File: src/rtl/multicycle_controller.sv
// Multi-cycle FETCH/DECODE/EXEC/MEM/WB sequencer for the 8-bit core, with a memory-wait watchdog.
// Strobes are Moore outputs of state+IR except ir_write/pc_increment; memory backpressure is mem_ready.
module multicycle_controller #(
  parameter int                  OPCODE_W   = 2,
  parameter logic [OPCODE_W-1:0] ALU_SUB_OP = OPCODE_W'(2'b10),
  parameter int                  CNT_W      = 16,
  parameter int                  TIMEOUT    = 15
) (
  input  logic                clk,
  input  logic                reset_n,
  input  logic                start,
  input  logic                mem_ready,
  input  logic [1:0]          instr_mode,
  input  logic [OPCODE_W-1:0] instr_opcode,
  output logic                ir_write,
  output logic                pc_increment,
  output logic                pc_write,
  output logic                mem_read,
  output logic                memory_write,
  output logic                register_write,
  output logic                memory_to_register,
  output logic                alu_negation,
  output logic                val_a_imm_selection,
  output logic                val_b_pc_selection,
  output logic                reg_num_shift,
  output logic                halted,
  output logic                fault,
  output logic [CNT_W-1:0]    retired_count
);

  localparam int WAIT_W = (TIMEOUT > 1) ? $clog2(TIMEOUT) : 1;

  localparam logic [1:0] MODE_BR  = 2'b00;
  localparam logic [1:0] MODE_LD  = 2'b01;
  localparam logic [1:0] MODE_ST  = 2'b10;
  localparam logic [1:0] MODE_ALU = 2'b11;

  typedef enum logic [2:0] {
    S_IDLE   = 3'd0,
    S_FETCH  = 3'd1,
    S_DECODE = 3'd2,
    S_EXEC   = 3'd3,
    S_MEM    = 3'd4,
    S_WB     = 3'd5,
    S_HALT   = 3'd6,
    S_FAULT  = 3'd7
  } state_t;

  state_t              state, state_nxt;
  logic [1:0]          ir_mode;
  logic [OPCODE_W-1:0] ir_opcode;
  logic [WAIT_W-1:0]   wait_cnt;
  logic                timeout_hit;
  logic                halt_enc;
  logic                in_instr;
  logic                retire;

  // The counter holds the number of cycles already waited, so the TIMEOUT-th waiting cycle sees TIMEOUT-1.
  assign timeout_hit = (TIMEOUT != 0) && !mem_ready && (wait_cnt == WAIT_W'(TIMEOUT - 1));
  assign halt_enc    = (ir_mode == MODE_BR) && (ir_opcode == '1);
  assign in_instr    = (state == S_DECODE) || (state == S_EXEC) || (state == S_MEM) || (state == S_WB);
  assign retire      = (state_nxt == S_FETCH) &&
                       ((state == S_EXEC) || (state == S_MEM) || (state == S_WB));

  always_ff @(posedge clk or negedge reset_n) begin
    if (!reset_n) begin
      state         <= S_IDLE;
      ir_mode       <= '0;
      ir_opcode     <= '0;
      wait_cnt      <= '0;
      retired_count <= '0;
    end else begin
      state <= state_nxt;
      if ((state == S_FETCH) && mem_ready) begin
        ir_mode   <= instr_mode;
        ir_opcode <= instr_opcode;
      end
      if (state_nxt != state) begin
        wait_cnt <= '0;
      end else if (((state == S_FETCH) || (state == S_MEM)) && !mem_ready && (TIMEOUT != 0)) begin
        wait_cnt <= wait_cnt + 1'b1;
      end
      if (retire) begin
        retired_count <= retired_count + 1'b1;
      end
    end
  end

  always_comb begin
    state_nxt           = state;
    ir_write            = 1'b0;
    pc_increment        = 1'b0;
    pc_write            = 1'b0;
    mem_read            = 1'b0;
    memory_write        = 1'b0;
    register_write      = 1'b0;
    memory_to_register  = 1'b0;
    alu_negation        = 1'b0;
    val_a_imm_selection = in_instr && (ir_mode != MODE_ALU);
    val_b_pc_selection  = in_instr && (ir_mode == MODE_BR);
    reg_num_shift       = in_instr && ((ir_mode == MODE_LD) || (ir_mode == MODE_ST));
    halted              = (state == S_HALT);
    fault               = (state == S_FAULT);

    case (state)
      S_IDLE: begin
        if (start) state_nxt = S_FETCH;
      end
      S_FETCH: begin
        mem_read     = 1'b1;
        ir_write     = mem_ready;
        pc_increment = mem_ready;
        if (mem_ready)        state_nxt = S_DECODE;
        else if (timeout_hit) state_nxt = S_FAULT;
      end
      S_DECODE: begin
        state_nxt = halt_enc ? S_HALT : S_EXEC;
      end
      S_EXEC: begin
        alu_negation = (ir_mode == MODE_ALU) && (ir_opcode == ALU_SUB_OP);
        case (ir_mode)
          MODE_BR: begin
            pc_write  = 1'b1;
            state_nxt = S_FETCH;
          end
          MODE_ALU: state_nxt = S_WB;
          default:  state_nxt = S_MEM;
        endcase
      end
      S_MEM: begin
        mem_read     = (ir_mode == MODE_LD);
        memory_write = (ir_mode == MODE_ST);
        if (mem_ready)        state_nxt = (ir_mode == MODE_ST) ? S_FETCH : S_WB;
        else if (timeout_hit) state_nxt = S_FAULT;
      end
      S_WB: begin
        register_write     = (ir_mode == MODE_LD) || ((ir_mode == MODE_ALU) && (ir_opcode != '0));
        memory_to_register = (ir_mode == MODE_LD);
        state_nxt          = S_FETCH;
      end
      S_HALT:  state_nxt = S_HALT;
      S_FAULT: state_nxt = S_FAULT;
    endcase
  end

endmodule
File: config.mk
export PLATFORM = sky130hd
export DESIGN_NAME = multicycle_controller
export DESIGN_NICKNAME = d
export VERILOG_FILES = /design/src/rtl/multicycle_controller.sv
export SDC_FILE = /design/constraint.sdc
export NUM_CORES = 1
export LEC_CHECK = 0
export ABC_AREA = 0
export BUFFER_PORTS_ARGS = -buffer_cell sky130_fd_sc_hd__buf_2
export CAP_MARGIN = 40
export CORE_MARGIN = 10
export CORE_UTILIZATION = 54
export DETAILED_ROUTE_END_ITERATION = 8
export PLACE_DENSITY = 0.89
export SLEW_MARGIN = 20
export SYNTH_ARGS = -nofsm -noshare
export SYNTH_HDL_FRONTEND = slang
export SYNTH_SLANG_ARGS = --single-unit
File: constraint.sdc
create_clock -name clk -period 4.7 [get_ports clk]
set_input_delay 1.175 -clock clk [delete_from_list [all_inputs] [get_ports clk]]
set_output_delay 1.175 -clock clk [all_outputs]
set_load 0.1 [all_outputs]
Yosys cells after proc, flatten, opt, wreduce, memory -nomap -nowiden
Cells that the tools add are included.
Storage, ports and cells
  bits in registers: 27
  input port bits: 8
  output and inout bits: 29
  word-level logic and storage cells: 64
Cells by class
  $add $sub $neg: 2
  equality and inequality tests: 16
  muxes and demuxes: 18
  reduce and logical (&&, ||, !) cells: 23
Operator list (number)
  $pmux W3 S8: 1
  $mux W3: 6
  $add A16 B1 Y16 const B: 1
  $eq A3 B3 Y1 const B: 4
  $logic_and A1 B1 Y1: 10
  $eq A2 B2 Y1 const B: 4
  $logic_or A1 B1 Y1: 8
  $mux W4: 2
  $mux W1: 7
  $eq A3 B1 Y1 const B: 2
  $eq A3 B2 Y1 const B: 2
  $pmux W3 S2: 1
  $add A4 B1 Y4 const B: 1
  $eq A4 B4 Y1 const B: 1
  $reduce_bool A2 Y1: 2
  $logic_not A3 Y1: 1
  $ne A3 B3 Y1: 1
  $eq A2 B1 Y1 const B: 1
  $logic_not A2 Y1: 1
  $ne A2 B2 Y1 const B: 1
  $pmux W1 S2: 1
  $logic_not A1 Y1: 1

Longest topological paths before layout
Gate-level depths: netlist (run 1).
  word-level depth: 7
  gate-level depth with buffers: 12
  gate-level depth less buffers: 8

Worst setup path after synthesis (run 1)
OpenSTA, ideal clock, no wires.
  kind: register to output
  from: reg state[0]
  to: out alu_negation
  data arrival time: 2951 ps
  data required time: 3525 ps
  slack: 574 ps
  stages on the path, launching flop included: 5
  cell sequence: dfrtp_1 -> buf_2 -> nor2b_1 -> nand2_1 -> nor3_1
On the way
  cells in the longest elaborated chain, start to end: 2
RTL lines
  start: declaration: line 49  | state_t state, state_nxt;
  start signal: assignment: line 73  | state <= state_nxt;
  $eq A3 B2 Y1: line 105  | case (state)
  $mux W1: line 105
  end: declaration: line 22  | output logic alu_negation,
No other way between the ends.

Final worst setup path (run 1)
  from: reg state[1]
  to: reg retired_count[7]
On the way
  elaborated cells on any way between the ends: 17
  those cells by class: 8 x eq/ne; 5 x mux; 4 x reduce/logical
RTL lines
  $eq A3 B3 Y1 (tied with other cells): line 105
  $pmux W3 S8 (*): line 105
  net state_nxt[0]: line 49
  $eq A3 B1 Y1 (*): line 62  | assign retire = (state_nxt == S_FETCH) &&
  $logic_and A1 B1 Y1 (*): line 62
  end signal: assignment: line 84  | retired_count <= retired_count + 1'b1;
  end: declaration: line 28  | output logic [CNT_W-1:0] retired_count
The timed path passes the listed nets; every way through them passes the cells marked *.
A chain may end at the register's enable or synchronous reset.

==> impl_metrics.yaml, run 1 <==
global_routing:
  grtUsageMet2: 0.202
  grt_antenna_before_repair: 0
  grtUsageMet1: 0.154
  use_met3: 0.0354
  grt_max_degree: 28
  grt_use_total: 0.124
  gr-total-overflow: 0
  grt_pass1_vias: 1400
  grt_pass1_wl_mm: 6.28
  busiest_layer: "met2"
placement:
  dp.cells: 254
  dp.final_hpwl_mm: 2.79
  placed_area_um2: 1890
  port_buffers: 36
  place.gp.congestion: 0.884
sta:
  fin_crit_ns: 3.47
  slew-limit-headroom: 0.475
  fin_crit_sh: 0.739
  setup_viol: 0
  hold_viol_final: 0
  setup_tns_ns: 0
  rsz0062_at_grt: "false"
  final-max-slew-violation-count: 0
  fmax_ghz: 0.288
  worst_pin_slew_ns: 0.783
  finClkSkew_ns: 0.0138
floorplan:
  die_h_um: 76.3
  start_util: 0.560
  io_pins: 37
  num_rows: 20
  dieArea_um2: 5820
  core_um2: 3050
  die_w_um: 76.3
critical_path:
  crit_arrival_ns: 3.73
  crit_path_max_fanout: 18
  worstPathRequired_ns: 4.95
  crit_family: "simple AND/OR/NAND/NOR gates"
  crit_type: "flop to flop"
  end_kind: "flop"
  cpPeakStageDelay_ns: 0.72
  crit_chain: "inv_1 -> ha_1 -> or3_4 -> a2bb2oi_1 -> a31oi_1 -> nand4bb_1 -> nor3_1 -> xor2_1"
  start_kind: "flop"
  crit_buf_inv: 1
  cp_slowest_cell: "dfrtp_1"
cts:
  numCtsBuffers: 3
  clkSinkCount: 27
  clkTransAtPathRegs_ns: 0.15
  clock_latency_ns: 0.33
  cts_tree: "done"
  ctsResizeCount: 0
  clockRootBuffer: "clkbuf_4"
  clock_path_buffers: 2
  postCtsSetupBuffers: 0
  cts_hold_buf: 0
  htreeDepth: 1
synthesis:
  synth_top_area_cell: "dfrtp_1"
  avgSynthCellArea_um2: 9.40
  yosysTopAreaCellShare: 0.395
  synth.top_cells.by_count: "dfrtp_1, nand2_1, xor2_1, nor3_1"
  synth_fp_nets: 200
  yosysMostFrequentCell: "dfrtp_1"
  ys_warn_count: 0
  synth_edf_count: 0
  yosysUniqueCellTypes: 44
  syn_area_um2: 1710
  synth_cells: 182
  ys_async_sr_fraction: 1.00
  synthFlopType: "dfrtp_1"
  ys_seq_area_frac: 0.395
  synthTopCellsByArea: "dfrtp_1, ha_1, xor2_1"
  ys_ff_latch: 27
routing:
  viasPerCell: 5.45
  ant_nets: 0
  dr.pass1.iters: 4
  route.vias.total: 1406
  drt_wl_total_mm: 3.60
  first_iter_violations: 127
  route.detailed.drc: 0
  avgRoutedWirePerCell_um: 13.9
hold_path:
  hp-class: "flop to flop"
cells_and_area:
  fin_util: 0.629
  n_fill_cell: 272
  regArea_um2: 676
  instances_no_fill: 258
  final_nets: 233
  area_growth_pct: 12.2
  multiInputGateArea_um2: 930
  fin_area_um2: 1920
  drive_above_1_share: 0.229
  insertedDiodeCount: 0
job:
  cap_viol_max_count: 0
status:
  outcome: "finished clean"
## routing by layer
metal / routed length [µm] / part of all wire / vias up
met2: 1640 / 0.46 / 51
met3: 261 / 0.073 / 6
met4: 44 / 0.012 / 0
met1: 1650 / 0.46 / 662
li1: - / - / 687
met5: 0 / 0 / -
## stage by stage
stage / setup slack [ns] / hold WS [ns]
after floorplan: 0.574 / 0.536
after global placement: 1.21 / 0.454
after detailed placement: 1.08 / 0.467
after CTS: 1.28 / 0.487
after global routing: 1.02 / 0.517
final: 1.23 / 0.483
## state kept, by name, summed over array words and instances, names as in the netlist
register	count
retired_count	16
wait_cnt	4
state	3
ir_mode	2
ir_opcode	2
## layout make-up
cell class | instances | area share
well taps | 44 | 0.0287
multi-input cells | 134 | 0.484
repair buffers | 37 | 0.0978
inverters | 12 | 0.0235
clock buffers | 4 | 0.0137
flip-flops and latches | 27 | 0.352
## worst paths after layout
kind,start,endpoint,slack (ns),depth (start not counted)
max,state[1]$_DFF_PN0_,retired_count[7]$_DFFE_PN0P_,1.23,8
min reg2reg,retired_count[15]$_DFFE_PN0P_,retired_count[15]$_DFFE_PN0P_,0.48,1
max reg2reg,state[1]$_DFF_PN0_,retired_count[7]$_DFFE_PN0P_,1.23,8
min in group asynchronous,reset_n,retired_count[10]$_DFFE_PN0P_,0.82,1
min,retired_count[15]$_DFFE_PN0P_,retired_count[15]$_DFFE_PN0P_,0.48,1
max in group asynchronous,reset_n,wait_cnt[2]$_DFFE_PN0P_,3.48,1
## cell usage in the layout (no fill, tap or decap), drive strengths merged, types with 4 or more instances in the layout
cell type / n
nor2b: 5
nor2: 12
xnor2: 5
ha: 10
inv: 12
a21oi: 4
clkbuf: 4
nor3: 16
dfrtp: 27
nand2: 17
buf: 37
and3: 5
o21ai: 6
xor2: 14
nand3: 10
## cell families after synthesis
family | count (synthesis) | share of synthesized area
AND/OR/NAND/NOR | 79 | 0.257
flip-flops | 27 | 0.395
AO/OA/AOI/OAI | 21 | 0.0849
buffers and inverters | 21 | 0.0614
XOR/XNOR | 19 | 0.0973
adder cells (fa/ha/maj) | 10 | 0.0732
multiplexers | 5 | 0.0315
Power of run 1 is not shown: default switching activity piles up to over one toggle a cycle in this logic, so the estimate is an artifact.
==> run 2: changes to the inputs <==
--- a/config.mk
+++ b/config.mk
@@ -5,13 +5,13 @@
 export SDC_FILE = /design/constraint.sdc
 export NUM_CORES = 1
 export LEC_CHECK = 0
-export ABC_AREA = 0
+export ABC_AREA = 1
 export BUFFER_PORTS_ARGS = -buffer_cell sky130_fd_sc_hd__buf_2
 export CAP_MARGIN = 40
 export CORE_MARGIN = 10
-export CORE_UTILIZATION = 54
+export CORE_UTILIZATION = 50
 export DETAILED_ROUTE_END_ITERATION = 8
-export PLACE_DENSITY = 0.89
+export PLACE_DENSITY = 0.86
 export SLEW_MARGIN = 20
 export SYNTH_ARGS = -nofsm -noshare
 export SYNTH_HDL_FRONTEND = slang
==> constraint.sdc (replaced) <==
create_clock -name clk -period 2.85 [get_ports clk]
set_input_delay 0.7125 -clock clk [delete_from_list [all_inputs] [get_ports clk]]
set_output_delay 0.7125 -clock clk [all_outputs]
set_load 0.1 [all_outputs]
==> run 2 against run 1 <==
Synthesized area increased by 13%. Sequential share of layout area decreased by 4.0 points. First-iteration DRC count decreased by 26%. Die area increased by 16%. Clock skew decreased by 0.012 ns. Non-clock buffer count decreased by 1. Critical endpoint is now val_a_imm_selection. Final area increased by 13%.
==> impl_metrics.yaml, run 2 <==
status:
  outcome: "finished clean"
critical_path:
  crit_type: "flop to output pin"
  crit_arrival_ns: 1.82
  start_kind: "flop"
  crit_path_max_fanout: 9
  worstPathRequired_ns: 2.14
  end_kind: "output pin"
synthesis:
  ys_async_sr_fraction: 1.00
  syn_area_um2: 1930
  synthFlopType: "dfrtp_1"
  synth_cells: 259
  synth_top_area_cell: "dfrtp_1"
  synth_fp_nets: 277
  avgSynthCellArea_um2: 7.45
  synthTopCellsByArea: "dfrtp_1, nand2_1, nand3_1"
  ys_ff_latch: 27
  synth.top_cells.by_count: "nand2_1, nand3_1, nor2_1, dfrtp_1, inv_1"
  yosysMostFrequentCell: "nand2_1"
  yosysUniqueCellTypes: 26
  synth_edf_count: 0
  ys_seq_area_frac: 0.350
  yosysTopAreaCellShare: 0.350
  ys_warn_count: 0
cts:
  clkTransAtPathRegs_ns: 0.09
  numCtsBuffers: 3
  htreeDepth: 1
  ctsResizeCount: 0
  cts_hold_buf: 0
  clockRootBuffer: "clkbuf_8"
  clkSinkCount: 27
  clock_path_buffers: 2
  postCtsSetupBuffers: 0
  cts_tree: "done"
  clock_latency_ns: 0.26
cells_and_area:
  drive_above_1_share: 0.205
  layout_common_cells: "nand2_1, buf_2, nand3_1"
  regArea_um2: 676
  multiInputGateArea_um2: 1100
  reg_top3: "retired_count (16), wait_cnt (4), state (3)"
  insertedDiodeCount: 0
  fin_area_um2: 2170
  n_fill_cell: 355
  area_growth_pct: 12.3
  largest_reg_flops: 16
  largest_register: "retired_count"
  final_common_cell: "nand2_1"
  final_nets: 312
routing:
  dr.pass1.iters: 4
  first_iter_violations: 94
  route.detailed.drc: 0
  avgRoutedWirePerCell_um: 12.3
  route.vias.total: 1717
  viasPerCell: 5.04
  ant_nets: 0
  drt_wl_total_mm: 4.21
global_routing:
  grt_pass1_wl_mm: 7.55
  grt_antenna_before_repair: 0
  grt_pass1_vias: 1742
  grt_use_total: 0.136
  gr-total-overflow: 0
  grt_max_degree: 28
pwr:
  finalPower_mw: 2.58
  ir_drop_v: 0.000756
  leakage_nw: 1.17
  powerDensity_nw_per_um2: 1190
sta:
  slew-limit-headroom: 0.616
  rsz0062_at_grt: "false"
  fin_crit_ns: 2.54
  fmax_ghz: 0.394
  fin_crit_sh: 0.890
  finClkSkew_ns: 0.00144
  hold_viol_final: 0
  setup_viol: 0
  worst_pin_slew_ns: 0.577
  final-max-slew-violation-count: 0
job:
  cap_viol_max_count: 0
floorplan:
  io_pins: 37
  die_w_um: 82.1
  num_rows: 22
  start_util: 0.523
  dieArea_um2: 6750
  core_um2: 3690
  die_h_um: 82.1
placement:
  port_buffers: 36
  placed_area_um2: 2120
  place.gp.congestion: 0.905
  dp.final_hpwl_mm: 3.32
hold_path:
  hp-class: "primary input to async pin"
==> run 2: layout make-up <==
class | instances | share of cell area
clock buffers | 4 | 0.0208
inverters | 29 | 0.0514
multi-input cells | 197 | 0.505
flip-flops and latches | 27 | 0.312
well taps | 48 | 0.0277
repair buffers | 36 | 0.0831
==> run 2: worst paths after layout <==
kind                                          startpoint                            end  slack [ns]  cells past startpoint
setup / recovery                      state[1]$_DFF_PN0_            val_a_imm_selection        0.31                      4
hold / removal                                   reset_n   retired_count[8]$_DFFE_PN0P_        0.43                      1
setup reg to reg                      state[1]$_DFF_PN0_   retired_count[3]$_DFFE_PN0P_        0.47                     14
hold reg to reg            retired_count[13]$_DFFE_PN0P_  retired_count[13]$_DFFE_PN0P_        0.51                      2
max in group asynchronous                        reset_n   retired_count[5]$_DFFE_PN0P_        2.03                      1
min in group clk           retired_count[13]$_DFFE_PN0P_  retired_count[13]$_DFFE_PN0P_        0.51                      2
==> run 2: logic make-up after synthesis <==
group,count (synthesis),share of synthesized area
simple gates,156,0.376
xor+xnor,17,0.0771
buf+inv,35,0.0868
mux,1,0.00583
flops,27,0.350
compound gates,13,0.0395
fa+ha+maj,10,0.0648
==> run 2: report_power, final <==
group          internal, mW  total (mW)  switching, mW  leakage (nW)
sequential            0.459       0.578          0.120         0.361
combinational         0.382        1.80           1.41         0.791
clock                0.0999       0.210          0.110        0.0228
total                 0.941        2.58           1.64          1.17
==> run 2: critical path, stage by stage (launching register included) <==
cell	delay [ns]
dfrtp_1	0.48
inv_2	0.16
ha_1	0.36
nor2_1	0.12
buf_2	0.43
==> run 2: metrics by stage <==
step	utilization	setup TNS [ns]	std cells	hold WS [ns]	setup WS [ns]
floorplan	-	-0.0432	259	0.417	-0.0144
global placement	0.576	0	337	0.479	0.539
detailed placement	0.576	0	337	0.490	0.520
CTS	0.588	0	341	0.457	0.302
global route	0.588	0	341	0.470	0.212
finish	0.588	0	341	0.432	0.313
==> run 2: metal layers <==
layer | GRT usage | up-vias | routed length, µm
met5 | 0 | - | 0
li1 | - | 875 | -
met3 | 0.0248 | 4 | 221
met2 | 0.245 | 38 | 2160
met4 | 0.0340 | 0 | 38
met1 | 0.164 | 800 | 1790
Power figures use the tool's default switching activity.
==> run 3: changes to the inputs <==
--- a/config.mk
+++ b/config.mk
@@ -8,6 +8,7 @@
 export ABC_AREA = 1
 export BUFFER_PORTS_ARGS = -buffer_cell sky130_fd_sc_hd__buf_2
 export CAP_MARGIN = 40
+export CORE_ASPECT_RATIO = 1.25
 export CORE_MARGIN = 10
 export CORE_UTILIZATION = 50
 export DETAILED_ROUTE_END_ITERATION = 8
==> run 3 against run 2 <==
First-iteration DRC count rose by 2.1%. Wire length rose by 1.8%. Critical endpoint is now ir_write. Clock skew rose by 0.0023 ns. Die area rose by 0.23%. Global-route usage rose by 0.18 points. Final area fell by 0.40%. Final cell count fell by 2.3%. Register-to-register slack improved by 0.08 ns. Highest routed layer unchanged. Combinational power barely moved.
==> impl_metrics.yaml, run 3 (same netlist as run 2, synthesis figures left out) <==
status:
  outcome: "finished clean"
routing:
  wl_met2_mm: 2.23
  first_iter_violations: 96
  ant_nets: 0
  routed-wl-met3_um: 265
  avgRoutedWirePerCell_um: 12.9
  dr.pass1.iters: 4
  route.vias.total: 1722
  drt_wl_total_mm: 4.29
  top_layer: "met4"
  wl_met1_mm: 1.74
  route.detailed.drc: 0
  viasPerCell: 5.17
cts:
  cts_hold_buf: 0
  clock_latency_ns: 0.27
  clkTransAtPathRegs_ns: 0.09
  htreeDepth: 1
  clock_path_buffers: 2
  clkSinkCount: 27
  clockRootBuffer: "clkbuf_8"
  ctsResizeCount: 0
  numCtsBuffers: 3
  cts_tree: "done"
  postCtsSetupBuffers: 0
critical_path:
  cp_slowest_cell: "dfrtp_1"
  crit_chain: "inv_4 -> nand3_4 -> nor2_4 -> buf_2"
  cpPeakStageDelay_ns: 0.55
  end_kind: "output pin"
  crit_type: "flop to output pin"
  crit_path_max_fanout: 11
  worstPathRequired_ns: 2.14
  start_kind: "flop"
  crit_arrival_ns: 1.84
floorplan:
  io_pins: 37
  start_util: 0.514
  num_rows: 25
  die_h_um: 89.5
  dieArea_um2: 6760
  core_um2: 3750
  die_w_um: 75.6
job:
  cap_viol_max_count: 0
hold_path:
  hp-class: "primary input to async pin"
sta:
  slew-limit-headroom: 0.608
  rsz0062_at_grt: "false"
  finClkSkew_ns: 0.00371
  final-max-slew-violation-count: 0
  setup_tns_ns: 0
  setup_viol: 0
  hold_viol_final: 0
  worst_pin_slew_ns: 0.589
  fin_crit_ns: 2.56
  fin_crit_sh: 0.897
  fmax_ghz: 0.391
placement:
  place.gp.congestion: 0.933
  port_buffers: 36
  dp.final_hpwl_mm: 3.31
  placed_area_um2: 2110
cells_and_area:
  drive_above_1_share: 0.208
  layout_common_cells: "nand2_1, buf_2, nand3_1"
  regArea_um2: 676
  multiInputGateArea_um2: 1100
  n_fill_cell: 369
  largest_register: "retired_count"
  reg_top3: "retired_count (16), wait_cnt (4), state (3)"
  fin_area_um2: 2160
  insertedDiodeCount: 0
  largest_reg_flops: 16
  final_common_cell: "nand2_1"
  final_nets: 312
  area_growth_pct: 11.9
pwr:
  powerDensity_nw_per_um2: 1200
  leakage_nw: 1.18
  finalPower_mw: 2.58
  ir_drop_v: 0.000541
global_routing:
  grt_pass1_vias: 1744
  grt_pass1_wl_mm: 7.42
  grt_max_degree: 28
  gr-total-overflow: 0
  grt_use_total: 0.138
  grt_antenna_before_repair: 0
[run 3: cell count changes in the layout (fill, tap and decap cells not counted), sizes merged]
cell    previous run  this run
clkbuf             4         3
clkinv             0         1
[run 3: metrics by stage]
step / instances / setup slack [ns] / hold slack, ns / util
2_1_floorplan: 259 / -0.0144 / 0.417 / -
3_3_place_gp: 329 / 0.529 / 0.474 / 0.563
3_5_place_dp: 329 / 0.515 / 0.488 / 0.563
4_1_cts: 333 / 0.274 / 0.450 / 0.575
5_1_grt: 333 / 0.190 / 0.466 / 0.575
6_report: 333 / 0.293 / 0.435 / 0.575
[run 3: path summary, 6_finish.rpt]
check	start	to	slack [ns]	cells after the start
max in group asynchronous	reset_n	ir_opcode[0]$_DFFE_PN0P_	2.03	1
worst max register to register	state[1]$_DFF_PN0_	retired_count[4]$_DFFE_PN0P_	0.55	14
worst min-delay path	reset_n	retired_count[14]$_DFFE_PN0P_	0.43	1
worst max-delay path	state[2]$_DFF_PN0_	ir_write	0.29	4
min in group clk	retired_count[13]$_DFFE_PN0P_	retired_count[13]$_DFFE_PN0P_	0.51	2
worst min register to register	retired_count[13]$_DFFE_PN0P_	retired_count[13]$_DFFE_PN0P_	0.51	2
[run 3: final cells by class]
class | count | share of cell area
Clock buffer | 3 | 0.0191
Sequential cell | 27 | 0.313
Tap cell | 40 | 0.0232
Clock inverter | 1 | 0.00232
Multi-Input combinational cell | 197 | 0.508
Timing Repair Buffer | 36 | 0.0834
Inverter | 29 | 0.0516
[run 3: layer usage]
metal / vias to the layer above / GRT usage
met5: - / 0
met2: 48 / 0.257
met3: 5 / 0.0333
met1: 787 / 0.144
met4: 0 / 0.0491
li1: 882 / -
[run 3: where the power goes]
group | switching [mW] | leakage [nW] | internal, mW
combinational | 1.41 | 0.791 | 0.381
sequential | 0.121 | 0.361 | 0.459
clock | 0.111 | 0.0255 | 0.0978
[run 3: critical path, delay by kind of cell (launching register included)]
| family | cells | cell delay [ns] |
|---|---|---|
| buffers and inverters | 2 | 0.64 |
| DFF | 1 | 0.55 |
| and+or+nand+nor | 2 | 0.37 |
